==> src/rtl/alu_pkg.sv <==
// ============================================================================
// Module   : alu_pkg
// Purpose  : Shared encodings for the ID/EX ALU operand-select stage.
// Revision : 1.0
// ============================================================================
`default_nettype none

package alu_pkg;

   localparam int ALU_DATA_W = 32;

   localparam logic [1:0] SRC_A_RS  = 2'b00;
   localparam logic [1:0] SRC_A_RT  = 2'b01;
   localparam logic [1:0] SRC_A_IMM = 2'b10;

   localparam logic [2:0] SRC_B_RT    = 3'b000;
   localparam logic [2:0] SRC_B_RS    = 3'b001;
   localparam logic [2:0] SRC_B_IMM   = 3'b010;
   localparam logic [2:0] SRC_B_SHAMT = 3'b011;
   localparam logic [2:0] SRC_B_CONST = 3'b100;

   typedef enum logic [1:0] {
      FWD_NONE  = 2'b00,
      FWD_MEMWB = 2'b01,
      FWD_EXMEM = 2'b10
   } fwd_e;

endpackage

`default_nettype wire

==> src/rtl/fwd_select.sv <==
// ============================================================================
// Module   : fwd_select
// Purpose  : Combinational RAW bypass for one source operand (EX/MEM first).
// Revision : 1.0
// ============================================================================
`default_nettype none

module fwd_select
   import alu_pkg::*;
#(
   parameter int DATA_W = ALU_DATA_W,
   parameter int REG_AW = 5
) (
   input  logic [REG_AW-1:0] addr,
   input  logic [DATA_W-1:0] rf_data,
   input  logic              exmem_wr,
   input  logic [REG_AW-1:0] exmem_dst,
   input  logic [DATA_W-1:0] exmem_data,
   input  logic              memwb_wr,
   input  logic [REG_AW-1:0] memwb_dst,
   input  logic [DATA_W-1:0] memwb_data,
   output logic [DATA_W-1:0] data,
   output logic [1:0]        code
);

   // Register 0 is hardwired, so a write targeting it must never be bypassed.
   always_comb begin
      data = rf_data;
      code = FWD_NONE;
      if (addr != '0) begin
         if (exmem_wr && (exmem_dst == addr)) begin
            data = exmem_data;
            code = FWD_EXMEM;
         end else if (memwb_wr && (memwb_dst == addr)) begin
            data = memwb_data;
            code = FWD_MEMWB;
         end
      end
   end

endmodule

`default_nettype wire

==> src/rtl/alu_operand_stage.sv <==
// ============================================================================
// Module   : alu_operand_stage
// Purpose  : ID/EX operand forwarding, selection and pipeline register.
// Revision : 1.0
// ============================================================================
`default_nettype none

module alu_operand_stage
   import alu_pkg::*;
#(
   parameter int          DATA_W  = ALU_DATA_W,
   parameter int          REG_AW  = 5,
   parameter int unsigned CONST_B = 16
) (
   input  logic              clk,
   input  logic              reset,
   input  logic              in_valid,
   input  logic              stall,
   input  logic              flush,
   input  logic [REG_AW-1:0] rs_addr,
   input  logic [REG_AW-1:0] rt_addr,
   input  logic [DATA_W-1:0] rs_data,
   input  logic [DATA_W-1:0] rt_data,
   input  logic [DATA_W-1:0] ext_imm,
   input  logic [REG_AW-1:0] shamt,
   input  logic [1:0]        alu_src_a,
   input  logic [2:0]        alu_src_b,
   input  logic              exmem_wr,
   input  logic [REG_AW-1:0] exmem_dst,
   input  logic [DATA_W-1:0] exmem_data,
   input  logic              memwb_wr,
   input  logic [REG_AW-1:0] memwb_dst,
   input  logic [DATA_W-1:0] memwb_data,
   output logic [DATA_W-1:0] in1,
   output logic [DATA_W-1:0] in2,
   output logic              out_valid,
   output logic              sel_err,
   output logic [1:0]        fwd_a,
   output logic [1:0]        fwd_b
);

   logic [DATA_W-1:0] w_rs_fwd;
   logic [DATA_W-1:0] w_rt_fwd;
   logic [1:0]        w_rs_code;
   logic [1:0]        w_rt_code;
   logic [DATA_W-1:0] w_in1;
   logic [DATA_W-1:0] w_in2;
   logic              w_err_a;
   logic              w_err_b;

   logic [DATA_W-1:0] r_in1;
   logic [DATA_W-1:0] r_in2;
   logic              r_out_valid;
   logic              r_sel_err;
   logic [1:0]        r_fwd_a;
   logic [1:0]        r_fwd_b;

   fwd_select #(
      .DATA_W (DATA_W),
      .REG_AW (REG_AW)
   ) u_fwd_rs (
      .addr       (rs_addr),
      .rf_data    (rs_data),
      .exmem_wr   (exmem_wr),
      .exmem_dst  (exmem_dst),
      .exmem_data (exmem_data),
      .memwb_wr   (memwb_wr),
      .memwb_dst  (memwb_dst),
      .memwb_data (memwb_data),
      .data       (w_rs_fwd),
      .code       (w_rs_code)
   );

   fwd_select #(
      .DATA_W (DATA_W),
      .REG_AW (REG_AW)
   ) u_fwd_rt (
      .addr       (rt_addr),
      .rf_data    (rt_data),
      .exmem_wr   (exmem_wr),
      .exmem_dst  (exmem_dst),
      .exmem_data (exmem_data),
      .memwb_wr   (memwb_wr),
      .memwb_dst  (memwb_dst),
      .memwb_data (memwb_data),
      .data       (w_rt_fwd),
      .code       (w_rt_code)
   );

   // Illegal codes give a defined zero operand rather than a stale value.
   always_comb begin
      w_in1   = '0;
      w_err_a = 1'b0;
      case (alu_src_a)
         SRC_A_RS:  w_in1 = w_rs_fwd;
         SRC_A_RT:  w_in1 = w_rt_fwd;
         SRC_A_IMM: w_in1 = ext_imm;
         default:   w_err_a = 1'b1;
      endcase
   end

   always_comb begin
      w_in2   = '0;
      w_err_b = 1'b0;
      case (alu_src_b)
         SRC_B_RT:    w_in2 = w_rt_fwd;
         SRC_B_RS:    w_in2 = w_rs_fwd;
         SRC_B_IMM:   w_in2 = ext_imm;
         SRC_B_SHAMT: w_in2 = {{(DATA_W-REG_AW){1'b0}}, shamt};
         SRC_B_CONST: w_in2 = DATA_W'(CONST_B);
         default:     w_err_b = 1'b1;
      endcase
   end

   // Priority: reset, then flush (beats stall), then stall hold, then capture.
   always_ff @(posedge clk) begin
      if (reset) begin
         r_in1       <= '0;
         r_in2       <= '0;
         r_out_valid <= 1'b0;
         r_sel_err   <= 1'b0;
         r_fwd_a     <= FWD_NONE;
         r_fwd_b     <= FWD_NONE;
      end else if (flush) begin
         r_in1       <= '0;
         r_in2       <= '0;
         r_out_valid <= 1'b0;
         r_sel_err   <= 1'b0;
         r_fwd_a     <= FWD_NONE;
         r_fwd_b     <= FWD_NONE;
      end else if (!stall) begin
         r_in1       <= w_in1;
         r_in2       <= w_in2;
         r_out_valid <= in_valid;
         r_sel_err   <= in_valid & (w_err_a | w_err_b);
         r_fwd_a     <= w_rs_code;
         r_fwd_b     <= w_rt_code;
      end
   end

   assign in1       = r_in1;
   assign in2       = r_in2;
   assign out_valid = r_out_valid;
   assign sel_err   = r_sel_err;
   assign fwd_a     = r_fwd_a;
   assign fwd_b     = r_fwd_b;

endmodule

`default_nettype wire

==> config.mk <==
export PLATFORM = sky130hd
export DESIGN_NAME = alu_operand_stage
export DESIGN_NICKNAME = d
export VERILOG_FILES = /design/src/rtl/alu_pkg.sv /design/src/rtl/fwd_select.sv /design/src/rtl/alu_operand_stage.sv
export SDC_FILE = /design/constraint.sdc
export NUM_CORES = 1
export LEC_CHECK = 0
export CAP_MARGIN = 0
export CORE_MARGIN = 5
export CORE_UTILIZATION = 43
export CTS_CLUSTER_SIZE = 12
export DETAILED_ROUTE_END_ITERATION = 8
export PLACE_DENSITY = 0.82
export SYNTH_ARGS = -nofsm -noshare
export SYNTH_HDL_FRONTEND = slang
export SYNTH_SLANG_ARGS = --single-unit
==> constraint.sdc <==
create_clock -name clk -period 2.4 [get_ports clk]
set_input_delay 0.48 -clock clk [delete_from_list [all_inputs] [get_ports clk]]
set_output_delay 0.48 -clock clk [all_outputs]
set_load 0.02 [all_outputs]
Word-level counts from Yosys, hierarchy flattened:

Cells that the tools add are included.

* register bits: 70
* input bits: 197
* output and inout bits: 70
* logic and storage cells: 45

* equality and inequality tests: 10
* mux-type cells: 16
* bitwise operators: 2
* reductions and logical operators: 11

Operators with widths (count)
* 32-bit two-way mux: 6
* 32-bit case mux with 5 select lines: 1
* 32-bit case mux with 3 select lines: 1
* 5-bit equality test: 4
* 5-bit nonzero test: 2
* 2-bit two-way mux: 4
* 3-bit by 2-bit equality test with 1-bit output, second input constant: 2
* 5-bit OR reduction: 1
* 1-bit logical AND: 4
* 1-bit two-way mux: 4
* 3-bit by 1-bit equality test with 1-bit output, second input constant: 1
* 3-bit equality test, second input constant: 1
* 3-bit zero test: 1
* 3-bit OR reduction: 1
* 2-bit by 1-bit equality test with 1-bit output, second input constant: 1
* 2-bit equality test, second input constant: 1
* 2-bit zero test: 1
* 2-bit OR reduction: 1
* 1-bit AND: 1
* 1-bit OR: 1

Depth between registers and ports, before layout:

* word-level depth: 6
* depth in mapped cells: 8
* depth with buffers taken out: 6

By module:

Synthesis repeated with hierarchy kept, for this count alone.

* cells, all modules: 596
* area, all modules: 5708.0 sq um

Modules (own cells, without submodules)
* alu_operand_stage: times used 1, cells an instance 400, area an instance 4023.9 sq um, seq. area each 1401.3 sq um
* fwd_select: times used 2, cells an instance 98, area an instance 842.1 sq um, seq. area each 0.0 sq um

Worst setup path before layout:

No wires, ideal clock.

* path type: input to register
* from: input port rs_addr[0]
* to: register r_in1[5] (netlist: in1[5])
* setup time: 122 ps
* arrival: 2018 ps
* required time: 2278 ps
* path slack: 260 ps
* cell stages on the path: 7
* buffers on the path: 1
* cell sequence: or4_4 -> or2_1 -> buf_6 -> and4_4 -> a31oi_1 -> a31oi_1 -> a221o_1

* cells in the longest elaborated chain, start to end: 6
* elaborated cells on any way between the ends: 9
* classes of those cells: eq/ne: 2; mux: 4; reduce/logical: 3

RTL lines
* from (decl): RTL line alu_operand_stage.sv:20 `input logic [REG_AW-1:0] rs_addr,`
* 5-bit equality test: RTL line fwd_select.sv:34 `end else if (memwb_wr && (memwb_dst == addr)) begin`
* 1-bit logical AND: RTL line fwd_select.sv:34
* 32-bit two-way mux: RTL line fwd_select.sv:34
* 32-bit two-way mux: RTL line fwd_select.sv:31 `if (exmem_wr && (exmem_dst == addr)) begin`
* 32-bit two-way mux *: RTL line fwd_select.sv:30 `if (addr != '0) begin`
* 32-bit case mux with 3 select lines *: RTL line alu_operand_stage.sv:94 `case (alu_src_a)`
* to (signal assigned): RTL line alu_operand_stage.sv:132 `r_in1 <= w_in1;`
* to (decl): RTL line alu_operand_stage.sv:51 `logic [DATA_W-1:0] r_in1;`

Every way passes the cells marked *; elsewhere a longest branch is shown, timed or not.
A chain may end at the register's enable or synchronous reset.

Worst setup path after layout:

* from: input port exmem_dst[0]
* to: register r_in1[8] (netlist: in1[8])

* cells in the longest elaborated chain, start to end: 5
* elaborated cells on any way between the ends: 9
* classes of those cells: eq/ne: 2; mux: 5; reduce/logical: 2

RTL lines
* from (decl): RTL line alu_operand_stage.sv:29 `input logic [REG_AW-1:0] exmem_dst,`
* 5-bit equality test: RTL line fwd_select.sv:31
* 1-bit logical AND: RTL line fwd_select.sv:31
* 32-bit two-way mux: RTL line fwd_select.sv:31
* 32-bit two-way mux: RTL line fwd_select.sv:30
* 32-bit case mux with 3 select lines *: RTL line alu_operand_stage.sv:94

Marks and branches as above.

==> impl_metrics.py <==
metrics = {
    "grt": {
        "grt_pass1_wl_um": 43900,
        "grt_pass1_vias": 8288,
        "grt_usage_pct": 33.7,
        "grt.overflow.total": 0,
        "grt_max_degree": 34,
        "antenna_found_initial": 0,
    },
    "worst_setup_path": {
        "r2r-end": "in2[4]$_SDFFE_PP0N_",
        "ff2ff_path_depth": 4,
        "cp-end-kind": "register",
        "ff2ff_setup_slack_ns": 1.27,
        "cp-startpoint": "exmem_dst[0]",
        "cp-endpoint": "in1[8]$_SDFFE_PP0N_",
        "r2r_start": "in2[4]$_SDFFE_PP0N_",
        "start_kind": "input pin",
        "crit_arrival_ns": 2.61,
        "crit_type": "input pin to register",
        "critPathRequiredTime_ns": 2.63,
        "critPathMaxFanout": 9,
    },
    "power_and_ir_drop": {
        "ir_drop_uv": 290,
        "design_power_total_mw": 3.78,
        "powerDensity_nw_per_um2": 385,
        "pwr-share-comb_pct": 31.6,
        "sw_frac_of_total_pct": 30.3,
        "leakage_nw": 3.51,
        "power_frac_seq_pct": 32.5,
        "power.internal_mw": 2.63,
        "netSwitchingPower_mw": 1.15,
        "pwr-share-clk_pct": 35.9,
    },
    "timing": {
        "tightest_slew_ns": 0.515,
        "finClkSkew_ns": 0,
        "setup_tns_ns": 0,
        "setup_viol": 0,
        "slew_headroom_pct": 65.5,
        "slew_violations": 0,
        "holdWs_ns": 0.461,
        "rsz0062_at_grt": "true",
        "layout_min_cycle_time_ns": 2.37,
        "finalCritPeriodShare_pct": 98.9,
        "hold_viol": 0,
        "fmax_mhz": 421,
    },
    "layout": {
        "drive_gt1_share_pct": 16.5,
        "mostFrequentLayoutCell": "clkdlybuf4s50_1",
        "finalNetCount": 1253,
        "final_cell_mix": "clkdlybuf4s50_1 (265), buf_4 (98), dfxtp_1 (70), o21ai_0 (58), a22oi_1 (52)",
        "final_util_pct": 71.5,
        "syn_to_final_growth_pct": 64.5,
        "fin_area_um2": 9820,
        "nFillCells": 1106,
    },
    "floorplan": {
        "design.core.area_um2": 13700,
        "die_w_um": 128,
        "initial_utilization_pct": 43.5,
        "rows": 43,
        "io_pins": 267,
        "die_y_um": 128,
        "die_area_um2": 16300,
    },
    "synth": {
        "ys_seq_area_share_pct": 23.5,
        "synth_nets": 952,
        "synth_area_um2": 5970,
        "synth-edff-count": 0,
        "synth_ff_type": "dfxtp_1",
        "synth_cells": 755,
        "ys_warn_count": 0,
        "synth.distinct_cells": 59,
        "syn-mean-instance-area_um2": 7.90,
        "ys_ff_latch": 70,
        "synthArstFlopShare_pct": 0,
    },
    "route": {
        "drc": 0,
        "drt_iter0_drc": 1293,
        "wl_per_cell_um": 23.7,
        "vias": 8282,
        "drtPass1Iterations": 7,
        "drt-total-wl_um": 29400,
        "antenna_left": 0,
        "routed_via_density": 6.68,
    },
    "cts": {
        "cts_buffers": 9,
        "clockBufferDepth": 2,
        "clock-sinks": 70,
        "cts_hold_buffers": 0,
        "cts_tree": "yes",
        "htreeDepth": 3,
        "cts_root_buffer": "clkbuf_16",
        "clkTransAtPathRegs_ns": 0.06,
        "clk_latency_ns": 0.34,
    },
    "placed_design": {
        "place_congestion": 0.966,
        "dpl-instance-area_um2": 9450,
        "io_buffers": 266,
        "dpl.hpwl_um": 21700,
    },
    "outcome": {
        "outcome": "complete, no violations",
    },
    "min_path": {
        "hold_class": "register to register",
    },
    "job": {
        "maxCapViolCount": 0,
    },
}
==> logic make-up (layout without fill, tap and decap cells) <==
| family | count (synthesis) | after routing | share of synthesized area [%] |
|---|---|---|---|
| AO/OA/AOI/OAI | 425 | 425 | 53.4 |
| AND/OR/NAND/NOR | 124 | 124 | 11.6 |
| buffers and inverters | 111 | 414 | 7.74 |
| flip-flops | 70 | 70 | 23.5 |
| XOR/XNOR | 20 | 20 | 2.94 |
| multiplexers | 5 | 5 | 0.860 |
| other | 0 | 1 | 0 |
==> repair_timing <==
item / 4_1_cts / 5_1_grt
setup endpoints to repair: 12 / 64
resized for setup: 1 / 26
pin swaps: 0 / 6
setup buffers: 0 / 2
==> worst max-delay path, cell delays in order <==
cell	delay, ns
clkdlybuf4s50_1	0.48
xnor2_1	0.26
nand4_1	0.17
buf_4	0.20
o211ai_4	0.24
buf_6	0.19
o22ai_1	0.13
a21o_1	0.18
a221o_1	0.28
==> through the flow <==
step                      setup WS [ns]  instances
final                            0.0253       1239
after global routing            -0.0331       1238
after CTS                       0.00663       1236
after detailed placement         -0.362       1223
after global placement           -0.264       1223
after floorplan                   0.260        755
==> power groups by stage <==
stage                     Clock, mW  Sequential [mW]  Combinational [mW]
after global placement            0             1.25                1.13
after floorplan                   0             1.30               0.401
after global routing           1.40             1.23                1.25
after detailed placement          0             1.25                1.14
final                          1.35             1.23                1.19
after CTS                      1.35             1.23                1.15
==> layout make-up <==
cell class / count / area [um^2] / area share, %
well taps: 180 / 225 / 2.29
clock inverters: 2 / 35.0 / 0.357
clock buffers: 11 / 243 / 2.47
flip-flops and latches: 70 / 1400 / 14.3
multi-input cells: 574 / 4200 / 42.8
diodes: 1 / 2.50 / 0.0255
inverters: 24 / 90.1 / 0.918
repair buffers: 377 / 3620 / 36.9
==> metal layers <==
layer | wire, um | track usage, % | up-vias
met5 | 0 | 0 | -
met4 | 1610 | 18.0 | 0
met3 | 3430 | 8.33 | 150
met2 | 13600 | 54.3 | 659
met1 | 10700 | 41.2 | 3807
li1 | - | - | 3666
==> cell usage after synthesis, drive strengths merged (21+ instances only) <==
cell type | instances | area, um^2
nand2 | 30 | 113
o2111ai | 23 | 201
nand3 | 25 | 125
o21a | 21 | 158
o211a | 22 | 220
inv | 24 | 90.1
o22ai | 28 | 175
o221ai | 22 | 193
o22a | 24 | 210
o21ai | 74 | 370
a311oi | 23 | 201
dfxtp | 70 | 1400
buf | 21 | 124
a21oi | 27 | 135
clkbuf | 66 | 248
a22oi | 52 | 390
o211ai | 28 | 215
==> state kept, by name, summed over array words and instances (netlist names) <==
name / count
out_valid: 1
sel_err: 1
fwd_b: 2
fwd_a: 2
in1: 32
in2: 32
==> worst min-delay path by stage <==
stage | depth (start not counted) | start | end
2_1_floorplan | 2 | sel_err$_SDFFE_PP0N_ | sel_err$_SDFFE_PP0N_
3_3_place_gp | 2 | sel_err$_SDFFE_PP0N_ | sel_err$_SDFFE_PP0N_
3_5_place_dp | 2 | sel_err$_SDFFE_PP0N_ | sel_err$_SDFFE_PP0N_
4_1_cts | 2 | sel_err$_SDFFE_PP0N_ | sel_err$_SDFFE_PP0N_
5_1_grt | 2 | sel_err$_SDFFE_PP0N_ | sel_err$_SDFFE_PP0N_
6_report | 2 | sel_err$_SDFFE_PP0N_ | sel_err$_SDFFE_PP0N_
Power figures use the tool's default switching activity.
